<file path="config.mk">
export PLATFORM = sky130hd
export DESIGN_NAME = hex_display_scan
export DESIGN_NICKNAME = d
export VERILOG_FILES = /design/src/rtl/hex_display_scan.sv
export SDC_FILE = /design/constraint.sdc
export NUM_CORES = 1
export LEC_CHECK = 0
export ABC_CLOCK_PERIOD_IN_PS = 6200
export CAP_MARGIN = 10
export CORE_ASPECT_RATIO = 0.8
export CORE_MARGIN = 2
export CORE_UTILIZATION = 45
export DETAILED_ROUTE_END_ITERATION = 8
export PLACE_DENSITY = 0.67
export SETUP_SLACK_MARGIN = 0.4
export SYNTH_ARGS = -nofsm -noshare
export SYNTH_HDL_FRONTEND = slang
export SYNTH_SLANG_ARGS = --single-unit
</file>
<file path="constraint.sdc">
create_clock -name clk -period 6.2 [get_ports clk]
set_input_delay 0.62 -clock clk [delete_from_list [all_inputs] [get_ports clk]]
set_output_delay 0.62 -clock clk [all_outputs]
set_load 0.02 [all_outputs]
</file>
<file path="src/rtl/hex_display_scan.sv">
// Multiplexed seven-segment scanner: DIGITS hex digits with per-digit dp/blank,
// PWM brightness and frame-synchronous double buffering of the displayed value.
module hex_display_scan #(
  parameter int DIGITS     = 8,
  parameter int DIV_LOG2   = 10,
  parameter int BRIGHT_W   = 4,
  parameter bit ACTIVE_LOW = 1'b1
) (
  input  logic                  clk,
  input  logic                  rst_n,
  input  logic [4*DIGITS-1:0]   data_i,
  input  logic [DIGITS-1:0]     dp_i,
  input  logic [DIGITS-1:0]     blank_i,
  input  logic                  load_i,
  input  logic [BRIGHT_W-1:0]   brightness_i,
  output logic [DIGITS-1:0]     anodes_o,
  output logic [6:0]            segments_o,
  output logic                  dp_out_o,
  output logic                  frame_done_o
);

  localparam int IDX_W = (DIGITS > 1) ? $clog2(DIGITS) : 1;
  localparam logic [IDX_W-1:0] IDX_LAST = IDX_W'(DIGITS - 1);

  logic [DIV_LOG2-1:0]  cnt_q;
  logic [IDX_W-1:0]     idx_q;
  logic [4*DIGITS-1:0]  pend_data_q, disp_data_q;
  logic [DIGITS-1:0]    pend_dp_q, disp_dp_q;
  logic [DIGITS-1:0]    pend_blank_q, disp_blank_q;
  logic                 pend_valid_q;
  logic [DIGITS-1:0]    anodes_q;
  logic [6:0]           segments_q;
  logic                 dp_out_q;
  logic                 frame_done_q;

  logic                 slot_end;
  logic                 wrap;
  logic                 pwm_on;
  logic                 digit_on;
  logic [3:0]           nibble;
  logic [DIGITS-1:0]    anodes_d;
  logic [6:0]           segments_d;
  logic                 dp_out_d;

  function automatic logic [6:0] font(input logic [3:0] n);
    case (n)
      4'h0: font = 7'h7E;
      4'h1: font = 7'h30;
      4'h2: font = 7'h6D;
      4'h3: font = 7'h79;
      4'h4: font = 7'h33;
      4'h5: font = 7'h5B;
      4'h6: font = 7'h5F;
      4'h7: font = 7'h70;
      4'h8: font = 7'h7F;
      4'h9: font = 7'h7B;
      4'hA: font = 7'h77;
      4'hB: font = 7'h1F;
      4'hC: font = 7'h4E;
      4'hD: font = 7'h3D;
      4'hE: font = 7'h4F;
      default: font = 7'h47;
    endcase
  endfunction

  assign slot_end = (cnt_q == {DIV_LOG2{1'b1}});
  assign wrap     = slot_end && (idx_q == IDX_LAST);
  // Top BRIGHT_W bits of the slot counter act as the PWM ramp.
  assign pwm_on   = (cnt_q[DIV_LOG2-1 -: BRIGHT_W] <= brightness_i);
  assign digit_on = pwm_on && !disp_blank_q[idx_q];
  assign nibble   = disp_data_q[idx_q*4 +: 4];

  genvar gi;
  generate
    for (gi = 0; gi < DIGITS; gi++) begin : g_anode
      assign anodes_d[gi] = ACTIVE_LOW ^ (digit_on && (idx_q == IDX_W'(gi)));
    end
  endgenerate

  assign segments_d = {7{ACTIVE_LOW}} ^ (digit_on ? font(nibble) : 7'h00);
  assign dp_out_d   = ACTIVE_LOW ^ (digit_on && disp_dp_q[idx_q]);

  always_ff @(posedge clk or negedge rst_n) begin
    if (!rst_n) begin
      cnt_q        <= '0;
      idx_q        <= '0;
      pend_data_q  <= '0;
      pend_dp_q    <= '0;
      pend_blank_q <= '0;
      disp_data_q  <= '0;
      disp_dp_q    <= '0;
      disp_blank_q <= '0;
      pend_valid_q <= 1'b0;
      anodes_q     <= {DIGITS{ACTIVE_LOW}};
      segments_q   <= {7{ACTIVE_LOW}};
      dp_out_q     <= ACTIVE_LOW;
      frame_done_q <= 1'b0;
    end else begin
      cnt_q <= cnt_q + DIV_LOG2'(1);
      if (slot_end) begin
        idx_q <= (idx_q == IDX_LAST) ? '0 : idx_q + IDX_W'(1);
      end
      // A load landing on the wrap edge bypasses the pending set entirely.
      if (load_i) begin
        pend_data_q  <= data_i;
        pend_dp_q    <= dp_i;
        pend_blank_q <= blank_i;
        if (wrap) begin
          disp_data_q  <= data_i;
          disp_dp_q    <= dp_i;
          disp_blank_q <= blank_i;
          pend_valid_q <= 1'b0;
        end else begin
          pend_valid_q <= 1'b1;
        end
      end else if (wrap && pend_valid_q) begin
        disp_data_q  <= pend_data_q;
        disp_dp_q    <= pend_dp_q;
        disp_blank_q <= pend_blank_q;
        pend_valid_q <= 1'b0;
      end
      anodes_q     <= anodes_d;
      segments_q   <= segments_d;
      dp_out_q     <= dp_out_d;
      frame_done_q <= wrap;
    end
  end

  assign anodes_o     = anodes_q;
  assign segments_o   = segments_q;
  assign dp_out_o     = dp_out_q;
  assign frame_done_o = frame_done_q;

endmodule

</file>
# --- Yosys cells after proc, flatten, opt, wreduce, memory -nomap -nowiden ---
# Memory sizes are Yosys's and may differ from the RTL's.
# Index checks and enable logic that the tools add are counted.
word_totals:
  register_bits: 127
  rom_bits: 112
  input_bits: 55
  output_inout_bits: 17
  word_cells: 72
  memories: 1
classes:
  addsub: 2
  order_cmp: 2
  n_eq_ne: 9
  shift: 1
  mux: 18
  bitwise: 10
  reduce_logical: 16
memory_table:
  columns: ["name", "words", "width", "read_ports", "rd_ports_with_merged_regs", "write_ports", "line_no", "source"]
  rows:
  - ["(name not given)", 16, 7, 1, 0, 0, "46", "case (n)"]
op_table:
  columns: ["operator", "n"]
  rows:
  - ["32-bit 2-to-1 mux", 3]
  - ["8-bit 2-to-1 mux", 6]
  - ["32-bit by 6-bit variable part select with 4-bit output", 1]
  - ["3-bit == test (second input constant)", 4]
  - ["1-bit logical AND", 12]
  - ["10-bit by 1-bit adder with 10-bit output (second input constant)", 1]
  - ["10-bit == test (second input constant)", 1]
  - ["1-bit NOT", 9]
  - ["7-bit 2-to-1 mux", 1]
  - ["7-bit NOT", 1]
  - ["1-bit binary-select mux with 3-bit select", 2]
  - ["3-bit by 2-bit == test with 1-bit output (second input constant)", 2]
  - ["1-bit 2-to-1 mux", 5]
  - ["4-bit less-or-equal comparator", 1]
  - ["3-bit by 4-bit less-than comparator with 1-bit output (second input constant)", 1]
  - ["3-bit by 1-bit adder with 3-bit output (second input constant)", 1]
  - ["3-bit by 1-bit == test with 1-bit output (second input constant)", 1]
  - ["3-bit zero test", 1]
  - ["3-bit 2-to-1 mux", 1]
  - ["2-bit by 1-bit != test with 1-bit output (second input constant)", 1]
  - ["2-bit AND reduction", 1]
  - ["2-bit nonzero test", 1]
  - ["1-bit zero test", 1]

# --- Longest topological paths before layout ---
# Gate-level depths: netlist of run 1.
depth:
  ltp_word: 6
  ltp_mapped: 10
  depth_no_buf: 8

# --- Worst setup path before layout of run 1 ---
# No wires, ideal clock.
synth_path:
  kind: "register to register"
  startpoint: "reg idx_q[0]"
  endpoint: "reg segments_q[3] (netlist: segments_o[3])"
  setup_time_ns: 0.087
  arrival_time_ns: 2.142
  required_time_ns: 6.113
  path_slack_ns: 3.971
  path_stages_with_launch: 10
  synth_period_minus_slack_ns: 2.229
  path_cell_list: "dfrtp_1 -> buf_6 -> buf_8 -> mux4_2 -> mux2i_4 -> inv_1 -> ha_1 -> mux2_2 -> nor2_1 -> o21ai_0"
synth_between:
  elab_chain_len: 6
  word_cells_on_any_way: 8
synth_rtl:
  columns: ["item", "line_no", "source"]
  rows:
  - ["from (decl)", "26", "logic [IDX_W-1:0] idx_q;"]
  - ["from (signal assigned)", "101", "idx_q <= (idx_q == IDX_LAST) ? '0 : idx_q + IDX_W'(1);"]
  - ["branches (longest 4 deep; another with memory 16 x 7 bit)", null, null]
  - ["7-bit 2-to-1 mux *", "80", "assign segments_d = {7{ACTIVE_LOW}} ^ (digit_on ? font(nibble) : 7'h00);"]
  - ["7-bit NOT (no line) *", null, null]
  - ["named net segments_d[3]", "42", "logic [6:0] segments_d;"]
  - ["to (signal assigned)", "95", "segments_q <= {7{ACTIVE_LOW}};"]
  - ["to (signal assigned)", "123", "segments_q <= segments_d;"]
  - ["to (decl)", "32", "logic [6:0] segments_q;"]
# Mark *: on every way through the listed nets, which the timed path passes. The select of a mux whose other input is x is not followed.
# A chain may end at the register's enable or synchronous reset.

# --- Worst setup path in the final report of run 1 ---
layout_path:
  startpoint: "reg idx_q[0]"
  endpoint: "reg disp_data_q[10]"
layout_between:
  elab_chain_len: 5
  word_cells_on_any_way: 6
layout_rtl:
  columns: ["item", "line_no", "source"]
  rows:
  - ["3-bit == test *", "67", "assign wrap = slot_end && (idx_q == IDX_LAST);"]
  - ["1-bit logical AND *", "67", null]
  - ["1-bit logical AND", "116", "end else if (wrap && pend_valid_q) begin"]
  - ["2-bit nonzero test (no line)", null, null]
  - ["2-bit AND reduction (no line) *", null, null]
  - ["to (signal assigned)", "109", "disp_data_q <= data_i;"]
  - ["to (signal assigned)", "117", "disp_data_q <= pend_data_q;"]
  - ["to (decl)", "27", "logic [4*DIGITS-1:0] pend_data_q, disp_data_q;"]
# Every way passes the cells marked *; elsewhere a longest branch is shown, timed or not.

==> impl_metrics.py, run 1 <==
metrics = {
    "grt": {
        "busiest_layer": "met2",
        "globalRouteTotalUtil_pct": 16.84,
        "antenna_violations_before_repair": 0,
        "met3_usage_pct": 6.020,
        "global_route.usage.met2_pct": 26.29,
        "grt_pass1_vias": 3273,
        "grt_max_degree": 84,
        "grt_use_met1_pct": 22.56,
        "grt_first_pass_wirelength_um": 16590,
        "global_route.overflow_total": 0,
    },
    "synthesis": {
        "mappedNetlistNets": 442,
        "synthesis.area_mm2": 0.005483,
        "yosys.area.top_type": "sky130_fd_sc_hd__dfrtp_1",
        "yosysTopAreaCellShare_pct": 50.66,
        "post_synth_main_area_contributors": "sky130_fd_sc_hd__dfrtp_1 (51%), sky130_fd_sc_hd__mux2_2 (19%), sky130_fd_sc_hd__dfstp_2 (7.7%), sky130_fd_sc_hd__mux4_2 (4.1%), sky130_fd_sc_hd__ha_1 (3.9%)",
        "synth.yosys.seq_area_share_pct": 58.33,
        "ys_warn_count": 0,
        "syn_area_cell_um2": 14.82,
        "post_synthesis_sequential_element_count": 127,
        "synth_cells": 370,
        "synth.lib_cells_used.distinct": 40,
    },
    "clocking": {
        "clkSinkCount": 127,
        "tritoncts": "built",
        "cts.reportedPaths.clkPinSlew_ps": 50,
        "clk_latency_ps": 410,
        "cts_hold_repair.buffers": 0,
        "post_cts.resized_instances": 0,
        "cts_inserted_buffers": 17,
        "cts_max_level": 4,
        "root_buffer": "sky130_fd_sc_hd__clkbuf_16",
        "maximum_buffer_depth_of_the_clock_tree": 2,
        "post-cts-setup-buffers": 0,
    },
    "placed_design": {
        "place_hpwl_um": 6571,
        "dpl.cell_count": 578,
        "io_buffer_count": 71,
        "finalWeightedCongestion": 0.7436,
    },
    "routing": {
        "avgViaCountPerCell": 5.089,
        "routed_wl_um": 10050,
        "detail_route.iter0.violations": 131,
        "dr_total_vias": 3104,
        "routedWlPerCell_um": 16.48,
        "drt_pass1_iterations": 5,
        "drc": 0,
        "ant_nets": 0,
    },
    "finish": {
        "areaGrowthSynthToFinish_pct": 25.42,
        "final_common_cell": "sky130_fd_sc_hd__dfrtp_1",
        "insertedDiodeCount": 0,
        "post_layout_nonfiller_instances": 610,
        "final_nets": 517,
        "drive_above_1_share_pct": 35.37,
        "most-common-layout-cells": "sky130_fd_sc_hd__dfrtp_1 (111), sky130_fd_sc_hd__mux2_2 (93), sky130_fd_sc_hd__clkdlybuf4s50_1 (69), sky130_fd_sc_hd__nand2_1 (19)",
    },
    "floorplan": {
        "boundaryPins": 72,
        "core_box_area_mm2": 0.01203,
        "starting_density_pct": 45.59,
        "fp.dieArea_mm2": 0.01309,
        "floorplan.die.width_um": 127.4,
        "die-height_um": 102.7,
        "number_of_placement_rows": 36,
    },
    "timing": {
        "period_minus_slack_ps": 2883,
        "final-hold-violation-count": 0,
        "clock_skew_ps": 8.632,
        "fmax_ghz": 0.3468,
        "worstMarginPinSlew_ps": 1110,
        "totalNegativeSetupSlack_ps": 0,
        "slew_headroom_pct": 26.00,
        "grt_setup_unrepaired": "false",
        "timing.final.crit_share_pct": 46.51,
        "finalSetupViolCount": 0,
        "timing.final.max_slew_violations": 0,
    },
    "pwr": {
        "pwr_density_cell_mw_per_mm2": 289.2,
        "total_power_uw": 1989,
        "leakagePower_uw": 0.003071,
        "ir_drop_uv": 156.3,
    },
    "worst_setup_path": {
        "timing.critical_path.max_delay_family": "simple AND/OR/NAND/NOR gates",
        "critPathArrivalTime_ps": 3170,
        "critPathCaptureType": "flip-flop",
        "cp.buffers_inverters": 1,
        "critical_path_cell_by_cell": "buf_4 > ha_1 > ha_1 > and3b_2 > mux2_2",
        "critPathKind": "reg -> reg",
        "max_stage_delay_ps": 940,
        "cpMostUsedCell": "sky130_fd_sc_hd__ha_1",
        "timing.critical_path.fanout_max": 48,
        "crit_required_ps": 6490,
        "slowest_stage_cell_cp": "sky130_fd_sc_hd__and3b_2",
        "cp-start-kind": "flip-flop",
    },
    "status": {
        "outcome": "finished, final reports clean",
    },
    "worst_hold_path": {
        "hold_class": "in -> async",
    },
    "job": {
        "max_cap_violations": 0,
    },
}
final timing paths:
check,startpoint,end,slack [ps],depth (start not counted)
max,idx_q[0],disp_data_q[10],3320,5
min,rst_n,pend_dp_q[3],210,1
max reg2reg,idx_q[0],disp_data_q[10],3320,5
min reg2reg,cnt_q[0],cnt_q[0],450,1
max in group asynchronous,rst_n,disp_dp_q[2],4520,2
min in group clk,cnt_q[0],cnt_q[0],450,1
metrics by stage:
step | util, % | area (um^2) | hold slack, ps | setup WS [ps]
floorplan | - | 5483 | 324.4 | 3971
global placement | 52.14 | 6271 | 434.1 | 3260
detailed placement | 52.14 | 6271 | 443.4 | 3206
CTS | 57.18 | 6877 | 215.2 | 3242
global route | 57.18 | 6877 | 245.9 | 3067
finish | 57.18 | 6877 | 209.1 | 3317
cell type report:
| cell class | instances | area, um^2 |
|---|---|---|
| clock inverters | 7 | 110.1 |
| clock buffers | 25 | 495.5 |
| repair buffers | 74 | 725.7 |
| inverters | 14 | 57.56 |
| fillers | 978 | 5150 |
| flip-flops and latches | 127 | 3198 |
| well taps | 152 | 190.2 |
| multi-input cells | 211 | 2100 |
report_power, final:
group          switching, uW  internal, uW
Sequential              7.53           863
Clock                    334           672
Combinational           49.2          62.2
Total                    391          1600
flip-flops by register name (all words and copies together) (netlist names):
name	count
idx_q	3
anodes_o	8
pend_data_q	32
pend_valid_q	1
disp_blank_q	8
segments_o	7
pend_blank_q	8
cnt_q	10
disp_dp_q	8
dp_out_o	1
frame_done_o	1
disp_data_q	32
pend_dp_q	8
kinds of logic after synthesis:
kind of cell,share of synthesized area [%]
fa+ha+maj,3.879
simple gates,4.747
flops,58.33
buf+inv,3.400
compound gates,2.145
mux,26.22
xor+xnor,1.278
layer usage:
layer  part of all wire [%]  up-vias
met3                    4.4        4
met2                     46       61
met5                      0        -
li1                       -     1458
met4                   0.48        0
met1                     49     1581
cells in the mapped netlist (all sizes together):
cell    instances
and3            1
mux2           98
nand2b          1
mux2i           8
nor2b           1
or2             1
nand2          19
o211ai          2
mux4           10
nor2            8
o21a            2
clkinv          1
a21o            1
o21ai           7
inv            13
nor3            1
buf            18
nand3          14
a211oi          1
dfstp          16
a21oi           1
and2            1
ha             17
nand4           4
o22ai           1
o221ai          3
and3b           1
dfrtp         111
xor2            2
xnor2           6
Note: power is estimated with default switching activity, not from simulation.
==> run 2: changes to the inputs <==
--- a/config.mk
+++ b/config.mk
@@ -5,13 +5,13 @@
 export SDC_FILE = /design/constraint.sdc
 export NUM_CORES = 1
 export LEC_CHECK = 0
-export ABC_CLOCK_PERIOD_IN_PS = 6200
+export ABC_CLOCK_PERIOD_IN_PS = 2520
 export CAP_MARGIN = 10
 export CORE_ASPECT_RATIO = 0.8
 export CORE_MARGIN = 2
 export CORE_UTILIZATION = 45
 export DETAILED_ROUTE_END_ITERATION = 8
-export PLACE_DENSITY = 0.67
+export PLACE_DENSITY = 0.7
 export SETUP_SLACK_MARGIN = 0.4
 export SYNTH_ARGS = -nofsm -noshare
 export SYNTH_HDL_FRONTEND = slang
==> constraint.sdc (replaced) <==
create_clock -name clk -period 2.52 [get_ports clk]
set_input_delay 0.252 -clock clk [delete_from_list [all_inputs] [get_ports clk]]
set_output_delay 0.252 -clock clk [all_outputs]
set_load 0.02 [all_outputs]
==> impl_metrics.py, run 2 (same netlist as run 1, synthesis figures left out) <==
metrics = {
    "status": {
        "outcome": "finished, final reports clean",
    },
    "placed_design": {
        "io_buffer_count": 71,
        "finalWeightedCongestion": 0.8084,
        "place_hpwl_um": 7147,
        "dpl.cell_count": 584,
    },
    "routing": {
        "drc": 0,
        "drt_pass1_iterations": 4,
        "avgViaCountPerCell": 5.128,
        "detail_route.iter0.violations": 114,
        "routed_wl_um": 11110,
        "dr_total_vias": 3287,
        "routedWlPerCell_um": 17.33,
        "ant_nets": 0,
    },
    "floorplan": {
        "floorplan.die.width_um": 127.4,
        "boundaryPins": 72,
        "die-height_um": 102.7,
        "fp.dieArea_mm2": 0.01309,
        "starting_density_pct": 45.59,
        "core_box_area_mm2": 0.01203,
        "number_of_placement_rows": 36,
    },
    "timing": {
        "finalSetupViolCount": 0,
        "worstMarginPinSlew_ps": 620.9,
        "slew_headroom_pct": 58.60,
        "fin_hold_ws_ps": 346.3,
        "period_minus_slack_ps": 2191,
        "clock_skew_ps": 7.098,
        "totalNegativeSetupSlack_ps": 0,
        "fmax_ghz": 0.4563,
        "final-hold-violation-count": 0,
        "timing.final.max_slew_violations": 0,
        "timing.final.crit_share_pct": 86.96,
        "grt_setup_unrepaired": "true",
    },
    "clocking": {
        "cts_inserted_buffers": 17,
        "cts_max_level": 4,
        "tritoncts": "built",
        "root_buffer": "sky130_fd_sc_hd__clkbuf_16",
        "clk_latency_ps": 410,
        "cts.reportedPaths.clkPinSlew_ps": 60,
        "clkSinkCount": 127,
        "maximum_buffer_depth_of_the_clock_tree": 2,
    },
    "worst_setup_path": {
        "critical_path_cell_by_cell": "buf_12 > mux4_2 > mux2i_4 > buf_4 > ha_1 > nor2_2 > a211oi_1 > o21ai_1",
        "timing.critical_path.max_delay_family": "multiplexers",
        "critPathCaptureType": "flip-flop",
        "cp-start-kind": "flip-flop",
        "max_stage_delay_ps": 560,
        "cp.buffers_inverters": 2,
        "regToRegSetupSlack_ps": 330,
        "slowest_stage_cell_cp": "sky130_fd_sc_hd__mux4_2",
        "timing.critical_path.fanout_max": 5,
        "critPathKind": "reg -> reg",
        "critPathArrivalTime_ps": 2530,
        "crit_required_ps": 2860,
    },
    "finish": {
        "regs_by_ff_count": "disp_data_q (32), pend_data_q (32), cnt_q (10)",
        "final_nets": 548,
        "final_core_utilization_pct": 60.81,
        "most-common-layout-cells": "sky130_fd_sc_hd__dfrtp_1 (109), sky130_fd_sc_hd__mux2_2 (92), sky130_fd_sc_hd__clkdlybuf4s50_1 (69), sky130_fd_sc_hd__buf_4 (24), sky130_fd_sc_hd__clkbuf_16 (20)",
        "drive_above_1_share_pct": 41.92,
        "post_layout_nonfiller_instances": 641,
        "final_common_cell": "sky130_fd_sc_hd__dfrtp_1",
        "insertedDiodeCount": 0,
        "areaGrowthSynthToFinish_pct": 33.39,
    },
    "job": {
        "max_cap_violations": 0,
    },
    "grt": {
        "global_route.overflow_total": 0,
        "antenna_violations_before_repair": 0,
        "grt_first_pass_wirelength_um": 17680,
        "grt_pass1_vias": 3440,
        "grt_max_degree": 59,
        "globalRouteTotalUtil_pct": 17.97,
    },
    "pwr": {
        "ir_drop_uv": 525.6,
        "pwr_density_cell_mw_per_mm2": 682.2,
        "leakagePower_uw": 0.003243,
    },
    "worst_hold_path": {
        "hold_class": "in -> reg",
    },
}
## run 2: cell types whose count changed in the layout (fill, tap and decap cells not counted), moves of 3 or more
cell / delta
sky130_fd_sc_hd__buf_12: +5
sky130_fd_sc_hd__clkinvlp_4: +4
sky130_fd_sc_hd__ha_2: +3
sky130_fd_sc_hd__ha_1: -6
sky130_fd_sc_hd__clkbuf_16: +3
sky130_fd_sc_hd__ha_4: +3
sky130_fd_sc_hd__buf_4: +20
## run 2: path summary, 6_finish.rpt
| check | endpoint | start | cells after the start |
|---|---|---|---|
| min in group asynchronous | cnt_q[4] | rst_n | 2 |
| worst max-delay path | segments_o[3] | idx_q[0] | 8 |
| worst max register to register | segments_o[3] | idx_q[0] | 8 |
| max in group asynchronous | anodes_o[1] | rst_n | 3 |
| worst min-delay path | pend_valid_q | load_i | 3 |
| worst min register to register | cnt_q[0] | cnt_q[0] | 1 |
## run 2: tightest hold or removal path: stages
cell                     delay [ps]
sky130_fd_sc_hd__buf_2          240
sky130_fd_sc_hd__nor2_1         180
sky130_fd_sc_hd__nor2_1          50
## run 2: power by group
part | internal [uW] | switching (uW) | leakage, uW
clock | 1700 | 862 | 0.000292
combinational | 160 | 122 | 0.00136
sequential | 2120 | 19.6 | 0.00159
## run 2: repair_timing
item	4_1_cts	5_1_grt
gates cloned	0	4
pin swaps	0	10
setup endpoints to repair	29	52
hold endpoints to repair	39	0
hold buffers	1	0
resized for setup	3	15
buffers inserted	13	7
## run 2: layout make-up
cell class,count,area [um^2]
clock inverters,10,160.2
multi-input cells,211,2157
flip-flops and latches,127,3201
repair buffers,105,1084
well taps,152,190.2
fillers,885,4713
clock buffers,22,464.2
inverters,14,57.56
## run 2: per-stage QoR
| step | instance area, um^2 | setup WS [ps] | total power, uW |
|---|---|---|---|
| after floorplan | 5495 | 367.2 | 2288 |
| after global placement | 6379 | 114.3 | 2453 |
| after detailed placement | 6379 | 64.41 | 2463 |
| after CTS | 7116 | 394.3 | 5037 |
| after global routing | 7313 | 260.0 | 5164 |
| final | 7313 | 328.7 | 4989 |
## run 2: routing by layer
metal  vias up  routed length (um)  global-route usage, %
li1       1523                   -                      -
met1      1672                5285                  23.95
met2        72                5130                  27.19
met3        20                 478                  5.708
met4         0                 214                  8.369
met5         -                   0                      0
